`src/rtl/ras_ctrl_pkg.sv`:
```
// Return-address-stack types: stack op encoding, controller states,
// checkpoint record and link-register helpers.
package ras_ctrl_pkg;

  // Default geometry; the checkpoint record is sized from these, so a
  // ras_ctrl instance must use matching RAS_INDEX.
  localparam int unsigned RAS_INDEX_DEF = 3;
  localparam int unsigned TAG_W_DEF     = 2;

  localparam logic [4:0] LINK_X1 = 5'd1;
  localparam logic [4:0] LINK_X5 = 5'd5;

  typedef enum logic [1:0] {RAS_NONE, RAS_PUSH, RAS_POP, RAS_POPPUSH} ras_op_t;

  typedef enum logic {ST_IDLE, ST_RECOVER} ras_state_t;

  typedef struct packed {
    logic [RAS_INDEX_DEF-1:0] tos;
    logic [RAS_INDEX_DEF:0]   count;
    logic [31:0]              top;
  } ras_ckpt_t;

  function automatic logic is_link(input logic [4:0] r);
    return (r == LINK_X1) || (r == LINK_X5);
  endfunction

endpackage

```
`src/rtl/rv32i_types.sv`:
```
// RV32I shared types: base opcode encodings used by decode-side consumers.
package rv32i_types;

  typedef enum logic [6:0] {
    op_lui   = 7'b0110111,
    op_auipc = 7'b0010111,
    op_jal   = 7'b1101111,
    op_jalr  = 7'b1100111,
    op_br    = 7'b1100011,
    op_load  = 7'b0000011,
    op_store = 7'b0100011,
    op_imm   = 7'b0010011,
    op_reg   = 7'b0110011
  } rv32i_opcode;

endpackage

```
`src/rtl/ras_ctrl_if.sv`:
```
// Decode/execute/fetch bundle for the return-address-stack controller.
// master = pipeline side, slave = ras_ctrl.
interface ras_ctrl_if #(parameter int unsigned TAG_W = 2);
  logic             stall;
  logic             dec_valid;
  logic [6:0]       dec_opcode;
  logic [4:0]       dec_rd;
  logic [4:0]       dec_rs1;
  logic [31:0]      dec_pcp4;
  logic             dec_ckpt;
  logic [TAG_W-1:0] dec_tag;
  logic             flush;
  logic [TAG_W-1:0] flush_tag;
  logic             flush_all;
  logic [31:0]      pred_target;
  logic             pred_valid;
  logic             empty;
  logic             full;
  logic             busy;

  modport master (
    output stall, dec_valid, dec_opcode, dec_rd, dec_rs1, dec_pcp4,
           dec_ckpt, dec_tag, flush, flush_tag, flush_all,
    input  pred_target, pred_valid, empty, full, busy
  );

  modport slave (
    input  stall, dec_valid, dec_opcode, dec_rd, dec_rs1, dec_pcp4,
           dec_ckpt, dec_tag, flush, flush_tag, flush_all,
    output pred_target, pred_valid, empty, full, busy
  );
endinterface

```
`src/rtl/ras_ctrl_ckpt_table.sv`:
```
// Per-branch-tag checkpoint slots {tos, count, top}: one write port
// (save, cleared on reset) and one combinational read port for flush repair.
// Only built when RAS_CKPT_EN is defined.
`ifdef RAS_CKPT_EN
module ras_ckpt_table import ras_ctrl_pkg::*; #(
  parameter int unsigned TAG_W = TAG_W_DEF
) (
  input  logic             clk,
  input  logic             rst,
  input  logic             wr_en_i,
  input  logic [TAG_W-1:0] wr_tag_i,
  input  ras_ckpt_t        wr_data_i,
  input  logic [TAG_W-1:0] rd_tag_i,
  output ras_ckpt_t        rd_data_o
);
  localparam int unsigned SLOTS = 2**TAG_W;

  ras_ckpt_t slot_q [SLOTS];

  // Slot storage; a same-cycle read sees the pre-write contents.
  always_ff @(posedge clk or posedge rst) begin
    if (rst) begin
      for (int i = 0; i < SLOTS; i++) slot_q[i] <= '0;
    end else if (wr_en_i) begin
      slot_q[wr_tag_i] <= wr_data_i;
    end
  end

  assign rd_data_o = slot_q[rd_tag_i];
endmodule
`endif

```
`src/rtl/ras_ctrl.sv`:
```
// Return-address-stack controller: classifies jal/jalr into push/pop,
// maintains a circular stack, and repairs it after flushes.
// Build option RAS_CKPT_EN: per-tag checkpoints restored on flush; without
// it, flush empties the stack like flush_all.
module ras_ctrl import ras_ctrl_pkg::*; import rv32i_types::*; #(
  parameter int unsigned RAS_INDEX = RAS_INDEX_DEF,
  parameter int unsigned TAG_W     = TAG_W_DEF
) (
  input  logic        clk,
  input  logic        rst,
  ras_ctrl_if.slave   bus
);
  localparam int unsigned           DEPTH     = 2**RAS_INDEX;
  localparam logic [RAS_INDEX:0]    DEPTH_CNT = (RAS_INDEX+1)'(DEPTH);

  ras_state_t           state_q, state_d;
  logic [RAS_INDEX-1:0] tos_q, tos_d;
  logic [RAS_INDEX:0]   count_q, count_d;
  logic [31:0]          mem_q [DEPTH];
  logic                 mem_we;
  logic [RAS_INDEX-1:0] mem_waddr;
  logic [31:0]          mem_wdata;
  ras_op_t              op;
  logic                 idle, is_jump, op_en, wipe, restore;

  assign idle    = (state_q == ST_IDLE);
  assign is_jump = (bus.dec_opcode == op_jal) || (bus.dec_opcode == op_jalr);

`ifdef RAS_CKPT_EN
  logic      ckpt_we;
  ras_ckpt_t ckpt_wd, ckpt_rd;

  assign wipe    = bus.flush_all;
  assign restore = bus.flush & ~bus.flush_all;
  assign ckpt_we = bus.dec_ckpt & ~bus.stall & idle & ~wipe & ~restore;

  // Snapshot reflects this cycle's op, including a top write in flight.
  always_comb begin
    ckpt_wd.tos   = tos_d;
    ckpt_wd.count = count_d;
    ckpt_wd.top   = (mem_we && mem_waddr == tos_d) ? mem_wdata : mem_q[tos_d];
  end

  ras_ckpt_table #(.TAG_W(TAG_W)) u_ckpt (
    .clk       (clk),
    .rst       (rst),
    .wr_en_i   (ckpt_we),
    .wr_tag_i  (bus.dec_tag),
    .wr_data_i (ckpt_wd),
    .rd_tag_i  (bus.flush_tag),
    .rd_data_o (ckpt_rd)
  );
`else
  logic unused_ckpt;

  assign wipe        = bus.flush_all | bus.flush;
  assign restore     = 1'b0;
  assign unused_ckpt = ^{bus.dec_ckpt, bus.dec_tag, bus.flush_tag};
`endif

  assign op_en = bus.dec_valid & is_jump & ~bus.stall & idle & ~wipe & ~restore;

  // Link-register classification of the decoded jump.
  always_comb begin
    op = RAS_NONE;
    if (op_en) begin
      if (is_link(bus.dec_rd) && is_link(bus.dec_rs1))
        op = (bus.dec_rd == bus.dec_rs1) ? RAS_PUSH : RAS_POPPUSH;
      else if (is_link(bus.dec_rd))
        op = RAS_PUSH;
      else if (is_link(bus.dec_rs1))
        op = RAS_POP;
    end
  end

  // Next pointer/count/state and the single stack write port.
  always_comb begin
    state_d   = state_q;
    tos_d     = tos_q;
    count_d   = count_q;
    mem_we    = 1'b0;
    mem_waddr = tos_q;
    mem_wdata = bus.dec_pcp4;
    if (wipe) begin
      tos_d   = '0;
      count_d = '0;
      state_d = ST_RECOVER;
    end
`ifdef RAS_CKPT_EN
    else if (restore) begin
      tos_d     = ckpt_rd.tos;
      count_d   = ckpt_rd.count;
      mem_we    = 1'b1;
      mem_waddr = ckpt_rd.tos;
      mem_wdata = ckpt_rd.top;
      state_d   = ST_RECOVER;
    end
`endif
    else begin
      state_d = ST_IDLE;
      // An empty-stack POPPUSH has nothing to replace, so it pushes.
      if (op == RAS_PUSH || (op == RAS_POPPUSH && count_q == '0)) begin
        tos_d     = tos_q + 1'b1;
        mem_we    = 1'b1;
        mem_waddr = tos_q + 1'b1;
        count_d   = (count_q == DEPTH_CNT) ? count_q : count_q + 1'b1;
      end else if (op == RAS_POPPUSH) begin
        mem_we = 1'b1;
      end else if (op == RAS_POP && count_q != '0) begin
        tos_d   = tos_q - 1'b1;
        count_d = count_q - 1'b1;
      end
    end
  end

  // Controller state, stack pointer and occupancy.
  always_ff @(posedge clk or posedge rst) begin
    if (rst) begin
      state_q <= ST_IDLE;
      tos_q   <= '0;
      count_q <= '0;
    end else begin
      state_q <= state_d;
      tos_q   <= tos_d;
      count_q <= count_d;
    end
  end

  // Stack storage is deliberately not reset; pred_valid gates its use.
  always_ff @(posedge clk) begin
    if (mem_we) mem_q[mem_waddr] <= mem_wdata;
  end

  assign bus.pred_target = mem_q[tos_q];
  assign bus.pred_valid  = (count_q != '0) & idle;
  assign bus.empty       = (count_q == '0);
  assign bus.full        = (count_q == DEPTH_CNT);
  assign bus.busy        = (state_q == ST_RECOVER);
endmodule

```
`src/flat_wrapper.sv`:
```
// flat-port wrapper written by rule: the top's interface ports become plain ports
module ras_ctrl_flat import ras_ctrl_pkg::*; import rv32i_types::*;
#(
  parameter int unsigned RAS_INDEX = RAS_INDEX_DEF,
  parameter int unsigned TAG_W     = TAG_W_DEF
)
  (clk, rst, bus_stall, bus_dec_valid, bus_dec_opcode, bus_dec_rd, bus_dec_rs1, bus_dec_pcp4, bus_dec_ckpt, bus_dec_tag, bus_flush, bus_flush_tag, bus_flush_all, bus_pred_target, bus_pred_valid, bus_empty, bus_full, bus_busy);
  ras_ctrl_if #(.TAG_W(TAG_W)) bus_i ();
  input  logic clk;
  input  logic rst;
  input wire logic [$bits(bus_i.stall)-1:0] bus_stall;
  input wire logic [$bits(bus_i.dec_valid)-1:0] bus_dec_valid;
  input wire logic [$bits(bus_i.dec_opcode)-1:0] bus_dec_opcode;
  input wire logic [$bits(bus_i.dec_rd)-1:0] bus_dec_rd;
  input wire logic [$bits(bus_i.dec_rs1)-1:0] bus_dec_rs1;
  input wire logic [$bits(bus_i.dec_pcp4)-1:0] bus_dec_pcp4;
  input wire logic [$bits(bus_i.dec_ckpt)-1:0] bus_dec_ckpt;
  input wire logic [$bits(bus_i.dec_tag)-1:0] bus_dec_tag;
  input wire logic [$bits(bus_i.flush)-1:0] bus_flush;
  input wire logic [$bits(bus_i.flush_tag)-1:0] bus_flush_tag;
  input wire logic [$bits(bus_i.flush_all)-1:0] bus_flush_all;
  output wire logic [$bits(bus_i.pred_target)-1:0] bus_pred_target;
  output wire logic [$bits(bus_i.pred_valid)-1:0] bus_pred_valid;
  output wire logic [$bits(bus_i.empty)-1:0] bus_empty;
  output wire logic [$bits(bus_i.full)-1:0] bus_full;
  output wire logic [$bits(bus_i.busy)-1:0] bus_busy;
  assign bus_i.stall = bus_stall;
  assign bus_i.dec_valid = bus_dec_valid;
  assign bus_i.dec_opcode = bus_dec_opcode;
  assign bus_i.dec_rd = bus_dec_rd;
  assign bus_i.dec_rs1 = bus_dec_rs1;
  assign bus_i.dec_pcp4 = bus_dec_pcp4;
  assign bus_i.dec_ckpt = bus_dec_ckpt;
  assign bus_i.dec_tag = bus_dec_tag;
  assign bus_i.flush = bus_flush;
  assign bus_i.flush_tag = bus_flush_tag;
  assign bus_i.flush_all = bus_flush_all;
  assign bus_pred_target = bus_i.pred_target;
  assign bus_pred_valid = bus_i.pred_valid;
  assign bus_empty = bus_i.empty;
  assign bus_full = bus_i.full;
  assign bus_busy = bus_i.busy;
  ras_ctrl #(.RAS_INDEX(RAS_INDEX), .TAG_W(TAG_W)) u_core (.clk(clk), .rst(rst), .bus(bus_i));
endmodule
```
`config.mk`:
```
export PLATFORM = sky130hd
export DESIGN_NAME = ras_ctrl_flat
export DESIGN_NICKNAME = d
export VERILOG_FILES = /design/src/rtl/ras_ctrl_pkg.sv /design/src/rtl/rv32i_types.sv /design/src/rtl/ras_ctrl_if.sv /design/src/rtl/ras_ctrl_ckpt_table.sv /design/src/rtl/ras_ctrl.sv /design/src/flat_wrapper.sv
export SDC_FILE = /design/constraint.sdc
export NUM_CORES = 1
export LEC_CHECK = 0
export BUFFER_PORTS_ARGS = -buffer_cell sky130_fd_sc_hd__buf_4
export CAP_MARGIN = 10
export CORE_ASPECT_RATIO = 1.1
export CORE_UTILIZATION = 55
export CTS_CLUSTER_DIAMETER = 30
export DETAILED_ROUTE_END_ITERATION = 6
export PLACE_DENSITY = 0.75
export SLEW_MARGIN = 30
export SYNTH_ARGS = -nofsm -noshare
export SYNTH_HDL_FRONTEND = slang
export SYNTH_SLANG_ARGS = --single-unit
```
`constraint.sdc`:
```
create_clock -name clk -period 4.25 [get_ports clk]
set_input_delay 0.2125 -clock clk [delete_from_list [all_inputs] [get_ports clk]]
set_output_delay 0.2125 -clock clk [all_outputs]
set_load 0.01 [all_outputs]
```
==> impl_results.md <==
* Status: complete, no violations
* CTS buffer count at 42
* Seq/Total Area, Yosys at 75.0%
* Minimum clock period at 3460 ps
* Core Rows at 52
* Crit path max fanout at 25
* Clk_lat worst skew at 520 ps
* Type of origin of the critical path: register
* EDFF count, synth at 256
* Final Hold Fails at 0
* Setup WS pre-CTS at 918 ps
* Final TNS setup at 0 ps
* Fraction of layout cells with a size suffix above 1 at 34.8%
* Post-CTS setup repair buffer count at 0
* Initial antenna violation count at 1
* IO buf count at slightly below 90
* Final period utilization at between 80% and 90%
* Number of global-route vias before repair at 6244
* Worst path required time at 4440 ps
* Slew HR at 45.1%
* Multi-input gate area in the final layout at about 2500 µm²
* Achievable frequency at 289 MHz
* Nets@finish at 767
* Fillcell total at roughly 1100
* P per Cell Area at 481 nW/µm²
* Post-synth top area share at 73.1%
* Top post-synthesis cells by area: edfxtp_1 73%, mux4_2 14%, nand2_1 3.6%, dfrtp_1 1.9%, clkbuf_1 0.50%
* Avg Vias per Cell at 5.92
* CTS clock-pin slew for the worst setup and hold paths at 50 ps
* Synth area leader: edfxtp_1
* DRT iter0 DRCs at 499
* Largest net degree at the start of global routing at 44
* Sink Count at 264
* Starting Density at 56.7%
* Num ports at 96
* Wire per inst at 22.9 µm
* Vias post-DR at 5788
* DRT Pass-1 Iters at 4
* Area Growth Syn to Fin at 26.5%
* Final setup vio count at 0
* Longest Clk Path Bufs at 3
* Total instance count after detailed placement at between 800 and 900
* Max-Cap Viols at 0
* Final HPWL DP at 11.5 mm
* RSZ-0062 raised after global routing: no
* Core area at 18500 µm²
* GRT overflow at 0
* Synth Instances at ~550
* Min-delay worst type: input port to register
* Die Span Y at about 150 µm
* Tightest Pin Transition at just over 800 ps
* Peak supply drop at around 400 µV
* CTS Root Cell: clkbuf_16
* Number of synthesized register bits at 264
* Syn avg cell area at 19.1 µm²
* Ys async rst share at about 3.0%
* Chip Width at 134 µm
* Arrival time worst endpoint at 3660 ps
* Seq. cell area at roughly 8000 µm²
* Drt total wl at 22.4 mm
* TritonCTS clock tree: yes
* Final Max Slew Viols at 0
* Cell area after synthesis at 10500 µm²
* Setup Skew at 10.7 ps
* Ys Warns at 0
* Antenna viol nets, final at 0
* Gr usage total at 24.1%
* Gpl congestion at 0.875
* Setup crit end kind: register
* Cell variety after synth at 49
* Global-route wire length before repair at around 35 mm
* Syn Nets at 616
* DRC violations left at 0
* Post-cts sizing count at 0
* Pleak at 4.52 nW
* Setup ws final at 786 ps
* DIE AREA at 19700 µm²
* Hold_buf cts at 33
* Post-Layout Cell Count at between 900 and 1000
* Post-synth top flop: edfxtp_1
* H-Tree Depth at 2
* Setup CP Type: register to register
==> cell usage after synthesis (2+ instances only) <==
cell type	n
and3_1	2
nor3_1	5
a21oi_1	8
nand3_1	5
mux4_2	64
dfrtp_1	8
nor2_1	10
a22o_1	2
inv_1	8
o21ai_0	3
nand4_1	3
and4_1	2
nor4b_2	3
a211oi_1	3
ha_1	4
nor4_1	4
nand2b_1	2
o2bb2ai_1	2
buf_2	9
nor4b_1	3
xnor2_1	2
or3_1	2
edfxtp_1	256
buf_1	2
clkbuf_1	14
nand2_1	102
==> cell families (layout without fill, tap and decap cells) <==
family	after synthesis	after routing	share of synthesized area, %
compound gates	26	26	1.74
xor+xnor	3	3	0.250
fa+ha+maj	5	5	0.666
buf+inv	36	218	1.46
flops	264	264	75.0
mux	65	65	13.8
other cells	0	1	0
simple gates	152	152	7.06
==> worst max-delay path, cell delays in order (launching register included) <==
cell and delay, ps:
dfrtp_4 750, inv_1 180, ha_1 440, nor2_1 170, nor4b_1 380, nor3_1 210
nor2_4 630, buf_4 360
==> per-layer routing <==
metal	vias up	GRT usage, %	routed length, µm
met5	-	0	0
met4	0	8.64	546
met3	51	4.14	1490
met2	272	40.7	11500
met1	2938	31.6	8820
li1	2527	-	-
==> cell type report <==
class	instances	share of cell area [%]
inverter	10	0.282
multi-input combinational	251	19.1
clock inverter	28	2.56
sequential	264	59.4
timing repair buffer	133	8.13
tap	243	2.29
clock buffer	47	8.21
antenna	1	0.0188
==> state kept, by name (all words and copies together), names as in the netlist <==
register and count:
u_core.mem_q 256, u_core.count_q 4, u_core.tos_q 3, u_core.bus.busy 1
==> where the power goes <==
group	leakage, nW	switching [mW]	total, mW	internal [mW]
clock network	0.678	1.19	3.42	2.23
logic	1.44	0.0524	0.112	0.0593
registers	2.40	0.00104	2.86	2.86
total	4.52	1.25	6.39	5.15
==> worst paths after layout <==
check / from / end / slack (ps) / cells past startpoint
max: u_core.tos_q[0]$_DFFE_PP0P_ / u_core.mem_q[1][8]$_DFFE_PP_ / 790 / 7
min: bus_flush_all / u_core.tos_q[2]$_DFFE_PP0P_ / 30 / 4
max reg2reg: u_core.tos_q[0]$_DFFE_PP0P_ / u_core.mem_q[1][8]$_DFFE_PP_ / 790 / 7
min reg2reg: u_core.count_q[2]$_DFFE_PP0P_ / u_core.count_q[2]$_DFFE_PP0P_ / 560 / 1
max in group asynchronous: rst / u_core.tos_q[1]$_DFFE_PP0P_ / 3770 / 3
min in group asynchronous: rst / u_core.bus.busy$_DFF_PP0_ / 220 / 3
==> stage by stage <==
step	utilization [%]	hold slack (ps)	cell area, µm²	power [mW]
floorplan	-	28.2	10500	2.92
global placement	62.2	184	11500	2.99
detailed placement	62.2	188	11500	3.00
CTS	71.7	11.8	13300	6.42
global route	71.7	27.5	13300	6.55
finish	71.7	26.5	13300	6.39
==> cells in the final DEF (no fill, tap or decap), drive strengths merged, types with 6 or more instances in the layout <==
| cell | synthesis | routed |
|---|---|---|
| buf | 12 | 100 |
| nor2 | 11 | 11 |
| a21oi | 8 | 8 |
| clkinv | 1 | 10 |
| nand2 | 102 | 102 |
| edfxtp | 256 | 256 |
| nor4b | 6 | 6 |
| inv | 9 | 15 |
| dfrtp | 8 | 8 |
| dlygate4sd3 | 0 | 33 |
| clkinvlp | 0 | 7 |
| mux4 | 64 | 64 |
| clkbuf | 14 | 47 |
| bufinv | 0 | 6 |
(Power assumes the default switching activity.)
